$ cat src/rtl/vm_pkg.sv
// Shared definitions for the vending machine ticket path: prices, cash width,
// coin encoding, sequencer states and the passenger selection one-hot.
package vm_pkg;

    localparam int CASH_W         = 7;
    localparam int CASH_MAX       = 127;
    localparam int PRICE_CHILD    = 8;
    localparam int PRICE_MEN      = 12;
    localparam int PRICE_WOMEN    = 15;
    localparam int TIMEOUT_CYCLES = 1000;

    typedef enum logic [1:0] {
        COIN_1  = 2'd0,
        COIN_2  = 2'd1,
        COIN_5  = 2'd2,
        COIN_10 = 2'd3
    } coin_e;

    typedef enum logic [2:0] {
        ST_IDLE    = 3'd0,
        ST_COLLECT = 3'd1,
        ST_BLOCK   = 3'd2,
        ST_VEND    = 3'd3,
        ST_REFUND  = 3'd4
    } state_e;

    // Bit order matches the output ports: {child, men, women}.
    typedef logic [2:0] sel_t;
    localparam sel_t SEL_NONE  = 3'b000;
    localparam sel_t SEL_CHILD = 3'b100;
    localparam sel_t SEL_MEN   = 3'b010;
    localparam sel_t SEL_WOMEN = 3'b001;

    function automatic logic [CASH_W-1:0] coin_value(input logic [1:0] sel);
        logic [CASH_W-1:0] v;
        case (coin_e'(sel))
            COIN_1:  v = CASH_W'(1);
            COIN_2:  v = CASH_W'(2);
            COIN_5:  v = CASH_W'(5);
            default: v = CASH_W'(10);
        endcase
        return v;
    endfunction

endpackage

$ cat src/rtl/vm_timeout_timer.sv
// Inactivity down-counter: reloads on clear, counts while enabled and flags
// expiry once CYCLES-1 enabled cycles have elapsed since the last clear.
module vm_timeout_timer #(
    parameter int CYCLES = 1000
) (
    input  logic clk,
    input  logic rst,
    input  logic clear,
    input  logic enable,
    output logic expire
);

    localparam int CNT_W = (CYCLES > 1) ? $clog2(CYCLES) : 1;
    localparam logic [CNT_W-1:0] LOAD = CNT_W'(CYCLES - 1);

    logic [CNT_W-1:0] count_q;
    logic [CNT_W-1:0] count_d;

    always_comb begin
        count_d = count_q;
        if (clear) begin
            count_d = LOAD;
        end else if (enable && (count_q != '0)) begin
            count_d = count_q - CNT_W'(1);
        end
    end

    // Activity in the same cycle wins over expiry.
    assign expire = enable && !clear && (count_q == '0);

    always_ff @(posedge clk or negedge rst) begin
        if (!rst) begin
            count_q <= '0;
        end else begin
            count_q <= count_d;
        end
    end

endmodule

$ cat src/rtl/ticket_sequencer.sv
// Front end of the vending machine refund block: accumulates coins, latches the
// passenger selection and sequences block/vend/refund towards the refund stage.
module ticket_sequencer
    import vm_pkg::*;
#(
    parameter int PRICE_CHILD    = vm_pkg::PRICE_CHILD,
    parameter int PRICE_MEN      = vm_pkg::PRICE_MEN,
    parameter int PRICE_WOMEN    = vm_pkg::PRICE_WOMEN,
    parameter int CASH_MAX       = vm_pkg::CASH_MAX,
    parameter int TIMEOUT_CYCLES = vm_pkg::TIMEOUT_CYCLES
) (
    input  logic              clk,
    input  logic              rst,
    input  logic              coin_in,
    input  logic [1:0]        coin_sel,
    input  logic              sel_child,
    input  logic              sel_men,
    input  logic              sel_women,
    input  logic              cancel,
    input  logic              refund_ack,
    output logic [CASH_W-1:0] cash,
    output logic              block_cash,
    output logic              child,
    output logic              men,
    output logic              women,
    output logic              en,
    output logic              ticket_out,
    output logic              refund_valid,
    output logic              coin_reject
);

    localparam logic [CASH_W-1:0] P_CHILD    = CASH_W'(PRICE_CHILD);
    localparam logic [CASH_W-1:0] P_MEN      = CASH_W'(PRICE_MEN);
    localparam logic [CASH_W-1:0] P_WOMEN    = CASH_W'(PRICE_WOMEN);
    localparam logic [CASH_W:0]   CASH_LIMIT = (CASH_W + 1)'(CASH_MAX);

    state_e            state_q, state_d;
    logic [CASH_W-1:0] cash_q, cash_d;
    sel_t              sel_q, sel_d;
    logic              en_q, en_d;
    logic              block_cash_q, block_cash_d;
    logic              ticket_out_q, ticket_out_d;
    logic              refund_valid_q, refund_valid_d;
    logic              coin_reject_q, coin_reject_d;

    logic              accepting;
    logic [CASH_W:0]   coin_sum;
    logic              coin_ok;
    logic              sel_pulse;
    sel_t              sel_new;
    logic [CASH_W-1:0] price;
    logic              paid;
    logic              timer_clear;
    logic              timer_expire;

    always_comb begin
        accepting = (state_q == ST_IDLE) || (state_q == ST_COLLECT);
        coin_sum  = {1'b0, cash_q} + {1'b0, coin_value(coin_sel)};
        coin_ok   = coin_in && accepting && (coin_sum <= CASH_LIMIT);

        sel_pulse = sel_child || sel_men || sel_women;
        if (sel_child) begin
            sel_new = SEL_CHILD;
        end else if (sel_men) begin
            sel_new = SEL_MEN;
        end else if (sel_women) begin
            sel_new = SEL_WOMEN;
        end else begin
            sel_new = SEL_NONE;
        end

        if (sel_q[2]) begin
            price = P_CHILD;
        end else if (sel_q[1]) begin
            price = P_MEN;
        end else begin
            price = P_WOMEN;
        end
        paid = (sel_q != SEL_NONE) && (cash_q >= price);
    end

    assign timer_clear = (state_q != ST_COLLECT) || coin_ok || sel_pulse;

    vm_timeout_timer #(
        .CYCLES (TIMEOUT_CYCLES)
    ) u_timer (
        .clk    (clk),
        .rst    (rst),
        .clear  (timer_clear),
        .enable (state_q == ST_COLLECT),
        .expire (timer_expire)
    );

    always_comb begin
        state_d        = state_q;
        cash_d         = cash_q;
        sel_d          = sel_q;
        en_d           = en_q;
        block_cash_d   = 1'b0;
        ticket_out_d   = 1'b0;
        refund_valid_d = refund_valid_q;
        coin_reject_d  = coin_in && !coin_ok;

        if (coin_ok) begin
            cash_d = coin_sum[CASH_W-1:0];
        end

        case (state_q)
            ST_IDLE: begin
                if (sel_pulse) begin
                    sel_d = sel_new;
                end
                if (coin_ok) begin
                    state_d = ST_COLLECT;
                end
            end
            ST_COLLECT: begin
                // Selection is frozen on the exit cycle so BLOCK reports the
                // passenger type the payment was judged against.
                if (cancel || timer_expire) begin
                    state_d        = ST_REFUND;
                    en_d           = 1'b0;
                    refund_valid_d = 1'b1;
                end else if (paid) begin
                    state_d      = ST_BLOCK;
                    block_cash_d = 1'b1;
                end else if (sel_pulse) begin
                    sel_d = sel_new;
                end
            end
            ST_BLOCK: begin
                state_d      = ST_VEND;
                ticket_out_d = 1'b1;
                en_d         = 1'b1;
            end
            ST_VEND: begin
                state_d        = ST_REFUND;
                refund_valid_d = 1'b1;
            end
            ST_REFUND: begin
                if (refund_ack) begin
                    state_d        = ST_IDLE;
                    cash_d         = '0;
                    sel_d          = SEL_NONE;
                    en_d           = 1'b0;
                    refund_valid_d = 1'b0;
                end
            end
            default: begin
                state_d        = ST_IDLE;
                cash_d         = '0;
                sel_d          = SEL_NONE;
                en_d           = 1'b0;
                refund_valid_d = 1'b0;
            end
        endcase
    end

    always_ff @(posedge clk or negedge rst) begin
        if (!rst) begin
            state_q        <= ST_IDLE;
            cash_q         <= '0;
            sel_q          <= SEL_NONE;
            en_q           <= 1'b0;
            block_cash_q   <= 1'b0;
            ticket_out_q   <= 1'b0;
            refund_valid_q <= 1'b0;
            coin_reject_q  <= 1'b0;
        end else begin
            state_q        <= state_d;
            cash_q         <= cash_d;
            sel_q          <= sel_d;
            en_q           <= en_d;
            block_cash_q   <= block_cash_d;
            ticket_out_q   <= ticket_out_d;
            refund_valid_q <= refund_valid_d;
            coin_reject_q  <= coin_reject_d;
        end
    end

    assign cash         = cash_q;
    assign block_cash   = block_cash_q;
    assign child        = sel_q[2];
    assign men          = sel_q[1];
    assign women        = sel_q[0];
    assign en           = en_q;
    assign ticket_out   = ticket_out_q;
    assign refund_valid = refund_valid_q;
    assign coin_reject  = coin_reject_q;

endmodule
$ cat config.mk
export PLATFORM = sky130hd
export DESIGN_NAME = ticket_sequencer
export DESIGN_NICKNAME = d
export VERILOG_FILES = /design/src/rtl/vm_pkg.sv /design/src/rtl/vm_timeout_timer.sv /design/src/rtl/ticket_sequencer.sv
export SDC_FILE = /design/constraint.sdc
export NUM_CORES = 1
export LEC_CHECK = 0
export CAP_MARGIN = 20
export CORE_MARGIN = 5
export CORE_UTILIZATION = 39
export DETAILED_ROUTE_END_ITERATION = 8
export HOLD_SLACK_MARGIN = 0.12
export PLACE_DENSITY_LB_ADDON = 0.05
export SYNTH_ARGS = -nofsm -noshare
export SYNTH_HDL_FRONTEND = slang
export SYNTH_SLANG_ARGS = --single-unit
$ cat constraint.sdc
create_clock -name clk -period 3.55 [get_ports clk]
set_clock_uncertainty 0.05 [all_clocks]
set_input_delay 0.5325 -clock clk [delete_from_list [all_inputs] [get_ports clk]]
set_output_delay 0.5325 -clock clk [all_outputs]
set_load 0.005 [all_outputs]
==> results by group, run 1 <==
Status
  – Status: finished clean

Clock tree
  – Hold buffers post-CTS: 0
  – CTS tree: done
  – Worst-Skew Late Latency: 0.28 ns
  – Worst-path clk slew: 0.10 ns
  – Setup Buffers After CTS: 0
  – H-tree levels: 1
  – Clock Sinks: 28
  – Post-CTS Resized: 0
  – Number of buffers created by CTS: 3
  – Root buffer cell: clkbuf_8
  – Clk buf depth: 2

Worst hold path
  – Hold Startpoint: sel_q[1]$_DFFE_PN0P_
  – Endpoint, Worst Hold: sel_q[1]$_DFFE_PN0P_
  – Worst hold path type: flip-flop to flip-flop
  – Hold Path Depth: 1

Final layout
  – Share of layout cells above drive strength 1: 11.1%
  – Final-stage net count: 218
  – ANT cells: 0
  – Area Growth Syn to Fin: 20.5%
  – Commonest non-fill, non-tap cell in the layout: dfrtp_1
  – Most frequent cells in the layout: dfrtp_1 (28), clkdlybuf4s50_1 (24), nand2_1 (21), inv_1 (13), nor2_1 (12)

Logic synthesis
  – Post-synthesis compound-gate area fraction: 13.4%
  – Synth Cell Area: 1730 um2
  – Cell type with the largest total area after synthesis: dfrtp_1
  – Ys async rst share: 100%
  – Register area share after synthesis: 40.5%
  – Post-synthesis xor/xnor area fraction: 3.54%
  – Syn_nets: 192
  – Main combinational cell family by area after synthesis: simple AND/OR/NAND/NOR gates
  – Yosys cell types: 50
  – Cells after synthesis: 173
  – Synth area leaders: dfrtp_1 (40%), ha_1 (5.8%), mux2i_1 (4.6%)
  – FF+latch count, synth: 28
  – Multiplexer share of the synthesized area: 5.92%
  – EDFF count, synth: 0
  – Mapped Avg Cell Area: 10.0 um2
  – YS warnings: 0
  – Ys flop type: dfrtp_1
  – Post-Synth Adder-Cell Area: 6.94%
  – Simple-gate share of the synthesized area: 25.2%
  – Yosys top cell area share: 40.5%

Setup path
  – Reg2reg start: sel_q[2]$_DFFE_PN0P_
  – WP buf/inv: 2
  – CP Capture Type: flip-flop
  – Reg-to-reg endpoint: sel_q[1]$_DFFE_PN0P_
  – FF-to-FF path depth: 8
  – Slowest CP cell: clkdlybuf4s50_1
  – Max FO, Critical Path: 10
  – Slowest stage delay, CP: 0.52 ns
  – Crit Path Class: primary input to flip-flop
  – Top Family by Delay on Critical Path: compound AO/OA/AOI/OAI gates
  – CP arrival: 2.60 ns
  – Data required time of the worst path: 3.67 ns
  – R2R Setup Slk: 1.38 ns
  – Startpoint Class: primary input
  – Worst-path cell chain: clkdlybuf4s50_1 -> inv_1 -> ha_1 -> a211oi_2 -> o2111a_2 -> nor2_4 -> a21o_4 -> o221a_1

Routing
  – Via count: 1,341
  – Drt first pass iters: 4
  – Detail Route Antenna Nets: 0
  – Drt via density: 5.36
  – Routed WL: 3690 um
  – Routed wire per std cell: 14.7 um
  – Remaining DRCs: 0
  – DRT iter0 DRCs: 63

Placed design
  – Placer congestion estimate: 0.776
  – I/O Buffers: 24
  – Hpwl dp: 2820 um
  – Post-place setup slack: 0.788 ns

Floorplan
  – Starting Density: 40.0%
  – Die area: 5870 um2
  – Die span in y: 76.6 um
  – # IOs: 25
  – Num rows: 24
  – Die width: 76.6 um
  – Core area: 4320 um2

Timing
  – # setup viols final: 0
  – Final worst slack: 1.07 ns
  – Actual slew at the worst max-slew pin: 0.623 ns
  – Slew HR: 58.4%
  – WHS: 0.502 ns
  – Setup TNS: 0 ns
  – RSZ-0062 raised after global routing: no
  – Min cycle time layout: 2.48 ns
  – Max-slew violations: 0
  – Peak Freq: 404 MHz
  – Hold Fails Final Rpt: 0
  – Tcrit/Tclk final: 69.8%

Global route
  – GRT Total Usage: 13.5%
  – First-pass GRT wire length: 6600 um
  – Vias in the first global route: 1,349
  – Total gr overflow: 0
  – Antenna violations before repair: 0
  – Largest net degree at the start of global routing: 29

Run
  – Max Cap Viol: 0

Power
  – Maximum VDD drop: 279 uV
  – Leakage: 0.879 nW
  – Power Density: 637 nW/um2
power by group:
part | switching [W] | internal, W | total [W]
clock network | 0.000106 | 0.000151 | 0.000257
logic | 0.000282 | 0.000302 | 0.000584
registers | 0.000102 | 0.000387 | 0.000489
final cells by class:
| cell class | instances | area [um2] |
|---|---|---|
| fill | 437 | 2240 |
| multi-input combinational | 128 | 953 |
| sequential | 28 | 701 |
| timing repair buffer | 25 | 248 |
| tap | 52 | 65.1 |
| inverter | 13 | 48.8 |
| clock buffer | 3 | 41.3 |
| clock inverter | 1 | 30.0 |
per-layer routing:
layer  up-vias  share of wire, %  GRT usage (%)
met5         -                 0              0
met4         0              0.92           3.67
met3         4               3.7           2.36
met2        24                46           20.5
met1       658                49           19.7
li1        655                 -              -
kinds of logic (layout without fill, tap and decap cells):
kind of cell	Yosys count	in the layout
and+or+nand+nor	74	74
AOI/OAI and AO/OA	28	28
DFF	28	28
buffers and inverters	17	42
muxes	10	10
adders and majority gates	9	9
xor gates and xnor gates	7	7
through the flow:
stage                     std cells  cell area [um2]  util [%]  total power, W
after global routing            250             2090      48.3         0.00145
final                           250             2090      48.3         0.00133
after detailed placement        246             2020      46.6         0.00109
after global placement          246             2020      46.6         0.00107
after floorplan                 173             1730         -        0.000864
after CTS                       250             2090      48.3         0.00135
flip-flops by register name, summed over array words and instances (netlist names):
signal	flops
refund_valid	1
coin_reject	1
cash	7
sel_q	3
ticket_out	1
state_q	3
u_timer.count_q	10
block_cash	1
en	1
Yosys cell counts (4+ instances only):
master	count
nand2_1	21
nor3_1	10
o21ai_0	7
a21oi_1	6
xnor2_1	5
nor2b_1	4
ha_1	8
inv_1	13
mux2i_1	8
nand3_1	4
dfrtp_1	28
nor2_1	12
how the worst max path moves through the flow:
stage | from | endpoint | slack (ns) | cells after the start
3_3_place_gp | coin_sel[0] | refund_valid$_DFFE_PN0P_ | 0.84 | 8
2_1_floorplan | coin_sel[1] | refund_valid$_DFFE_PN0P_ | 1.45 | 7
3_5_place_dp | coin_sel[0] | refund_valid$_DFFE_PN0P_ | 0.79 | 8
6_report | coin_sel[0] | refund_valid$_DFFE_PN0P_ | 1.07 | 8
5_1_grt | coin_sel[0] | cash[1]$_DFF_PN0_ | 0.91 | 8
4_1_cts | coin_sel[0] | refund_valid$_DFFE_PN0P_ | 1.09 | 8
worst register-to-register path: cells and delay by family, from the launching register on:
kind,cells,cell delay (ns)
AO/OA/AOI/OAI,3,0.46
adder cells (fa/ha/maj),1,0.22
buffers and inverters,1,0.06
flip-flops,1,0.44
multiplexers,1,0.34
AND/OR/NAND/NOR,2,0.49
(Power assumes the default switching activity.)
==> run 2, diff against run 1 <==
- clock period: 3.55 -> 2.2 ns (I/O delays scaled with it)
==> results by group, run 2 (synthesis gave the netlist of run 1 again) <==
Status
  – Status: finished clean

Setup path
  – Reg2reg start: sel_q[1]$_DFFE_PN0P_
  – R2R Setup Slk: 0.15 ns
  – Reg-to-reg endpoint: sel_q[1]$_DFFE_PN0P_
  – Max FO, Critical Path: 5
  – CP arrival: 2.22 ns
  – Critical path origin: coin_sel[0]
  – Startpoint Class: primary input
  – WP buf/inv: 2
  – CP Capture Type: flip-flop
  – Slowest stage delay, CP: 0.52 ns
  – FF-to-FF path depth: 7
  – Slowest CP cell: clkdlybuf4s50_1
  – Data required time of the worst path: 2.32 ns
  – Critical Path End: refund_valid$_DFFE_PN0P_
  – Top Family by Delay on Critical Path: compound AO/OA/AOI/OAI gates
  – Worst-path cell chain: clkdlybuf4s50_1 -> inv_1 -> ha_2 -> a211oi_2 -> o2111a_2 -> nor2_4 -> a21o_4 -> o221a_1
  – Crit Path Class: primary input to flip-flop
  – Worst path depth: 8

Timing
  – Tcrit/Tclk final: 95.6%
  – Peak Freq: 475 MHz
  – Min cycle time layout: 2.10 ns
  – Max-slew violations: 0
  – # setup viols final: 0
  – Slew HR: 72.0%
  – Actual slew at the worst max-slew pin: 0.420 ns
  – Hold Fails Final Rpt: 0

Global route
  – Largest net degree at the start of global routing: 29
  – Antenna violations before repair: 0
  – Vias in the first global route: 1,419
  – First-pass GRT wire length: 6850 um
  – GRT Total Usage: 14.0%
  – Total gr overflow: 0

Final layout
  – Final instance area: 2180 um2
  – Area Growth Syn to Fin: 26.2%
  – Share of layout cells above drive strength 1: 17.1%
  – Commonest non-fill, non-tap cell in the layout: dfrtp_1
  – Filler Cells Inserted: 426
  – Post-Layout Cell Count: 262
  – ANT cells: 0
  – Most flop-heavy register: u_timer.count_q
  – Final-stage net count: 230
  – Most frequent cells in the layout: dfrtp_1 (28), clkdlybuf4s50_1 (24), nand2_1 (21), inv_1 (13), buf_4 (13)
  – Flip-flop count of the largest register after layout: 10

Routing
  – Drt first pass iters: 6
  – Drt via density: 5.27
  – Routed WL: 3850 um
  – Routed wire per std cell: 14.7 um
  – DRT iter0 DRCs: 74
  – Detail Route Antenna Nets: 0
  – Via count: 1,380
  – Remaining DRCs: 0

Clock tree
  – Setup Buffers After CTS: 0
  – Number of buffers created by CTS: 3
  – Root buffer cell: clkbuf_8
  – H-tree levels: 1
  – Clk buf depth: 2
  – Hold buffers post-CTS: 0
  – Clock Sinks: 28
  – Worst-Skew Late Latency: 0.28 ns
  – Worst-path clk slew: 0.10 ns
  – CTS tree: done

Floorplan
  – Die span in y: 76.6 um
  – # IOs: 25
  – Starting Density: 40.0%
  – Die width: 76.6 um
  – Num rows: 24
  – Core area: 4320 um2
  – Die area: 5870 um2

Placed design
  – DP Area: 2110 um2
  – Placed instance count: 258
  – Hpwl dp: 3010 um
  – Placer congestion estimate: 0.838
  – I/O Buffers: 24

Run
  – Max Cap Viol: 0

Worst hold path
  – Worst hold path type: primary input to async pin

Power
  – Power Density: 1050 nW/um2
  – Leakage: 0.940 nW
  – Maximum VDD drop: 479 uV
## run 2: changes by cell type in the layout (fill, tap and decap cells not counted)
cell,before,now
buf_4,1,13
ha_1,8,7
ha_2,0,1
nor3b_1,1,0
nor3b_2,1,2
o21ai_0,7,4
o21ai_1,1,4
## run 2: power breakdown
part	internal (W)	total (W)	leakage, nW	switching [W]
logic	0.000588	0.00111	0.570	0.000521
clock network	0.000244	0.000414	0.0357	0.000170
registers	0.000625	0.000760	0.334	0.000135
total	0.00146	0.00228	0.940	0.000826
## run 2: how the worst min path moves through the flow
stage / start / endpoint / slack [ns] / depth (start not counted)
final: rst / u_timer.count_q[9]$_DFFE_PN0P_ / 0.38 / 2
after global routing: rst / u_timer.count_q[9]$_DFFE_PN0P_ / 0.43 / 2
after CTS: rst / u_timer.count_q[9]$_DFFE_PN0P_ / 0.40 / 2
after detailed placement: u_timer.count_q[9]$_DFFE_PN0P_ / u_timer.count_q[9]$_DFFE_PN0P_ / 0.49 / 2
after global placement: sel_q[0]$_DFFE_PN0P_ / sel_q[0]$_DFFE_PN0P_ / 0.48 / 1
after floorplan: rst / block_cash$_DFF_PN0_ / -0.02 / 0
## run 2: layout make-up
cell class              instances  area (um2)  share of cell area (%)
inverters                      13        48.8                    2.23
well taps                      52        65.1                    2.98
repair buffers                 37         338                    15.5
clock buffers                   3        41.3                    1.89
clock inverters                 1        30.0                    1.37
multi-input cells             128         961                    44.0
flip-flops and latches         28         701                    32.1
## run 2: repair_timing
item | in CTS | in global routing
setup endpoints to repair | 0 | 6
endpoints found under the hold margin | 0 | 0
resized for setup | 0 | 5
## run 2: stage by stage
step / total power (W) / TNS [ns] / utilization (%) / worst slack [ns] / hold WS (ns)
global route: 0.00249 / -0.0149 / 50.5 / -0.0149 / 0.434
finish: 0.00228 / 0 / 50.5 / 0.0963 / 0.384
detailed placement: 0.00187 / -3.07 / 48.7 / -0.257 / 0.486
floorplan: 0.00139 / 0 / - / 0.186 / -0.0156
CTS: 0.00229 / 0 / 50.3 / 0.0430 / 0.398
global placement: 0.00184 / -1.68 / 48.7 / -0.199 / 0.477
## run 2: per-layer routing
layer | track usage, % | part of all wire, % | wire [um] | up-vias
met2 | 21.2 | 46 | 1790 | 27
met4 | 3.67 | 0.55 | 21 | 0
met1 | 20.5 | 50 | 1920 | 667
li1 | - | - | - | 684
met5 | 0 | 0 | 0 | -
met3 | 2.13 | 3.3 | 126 | 2
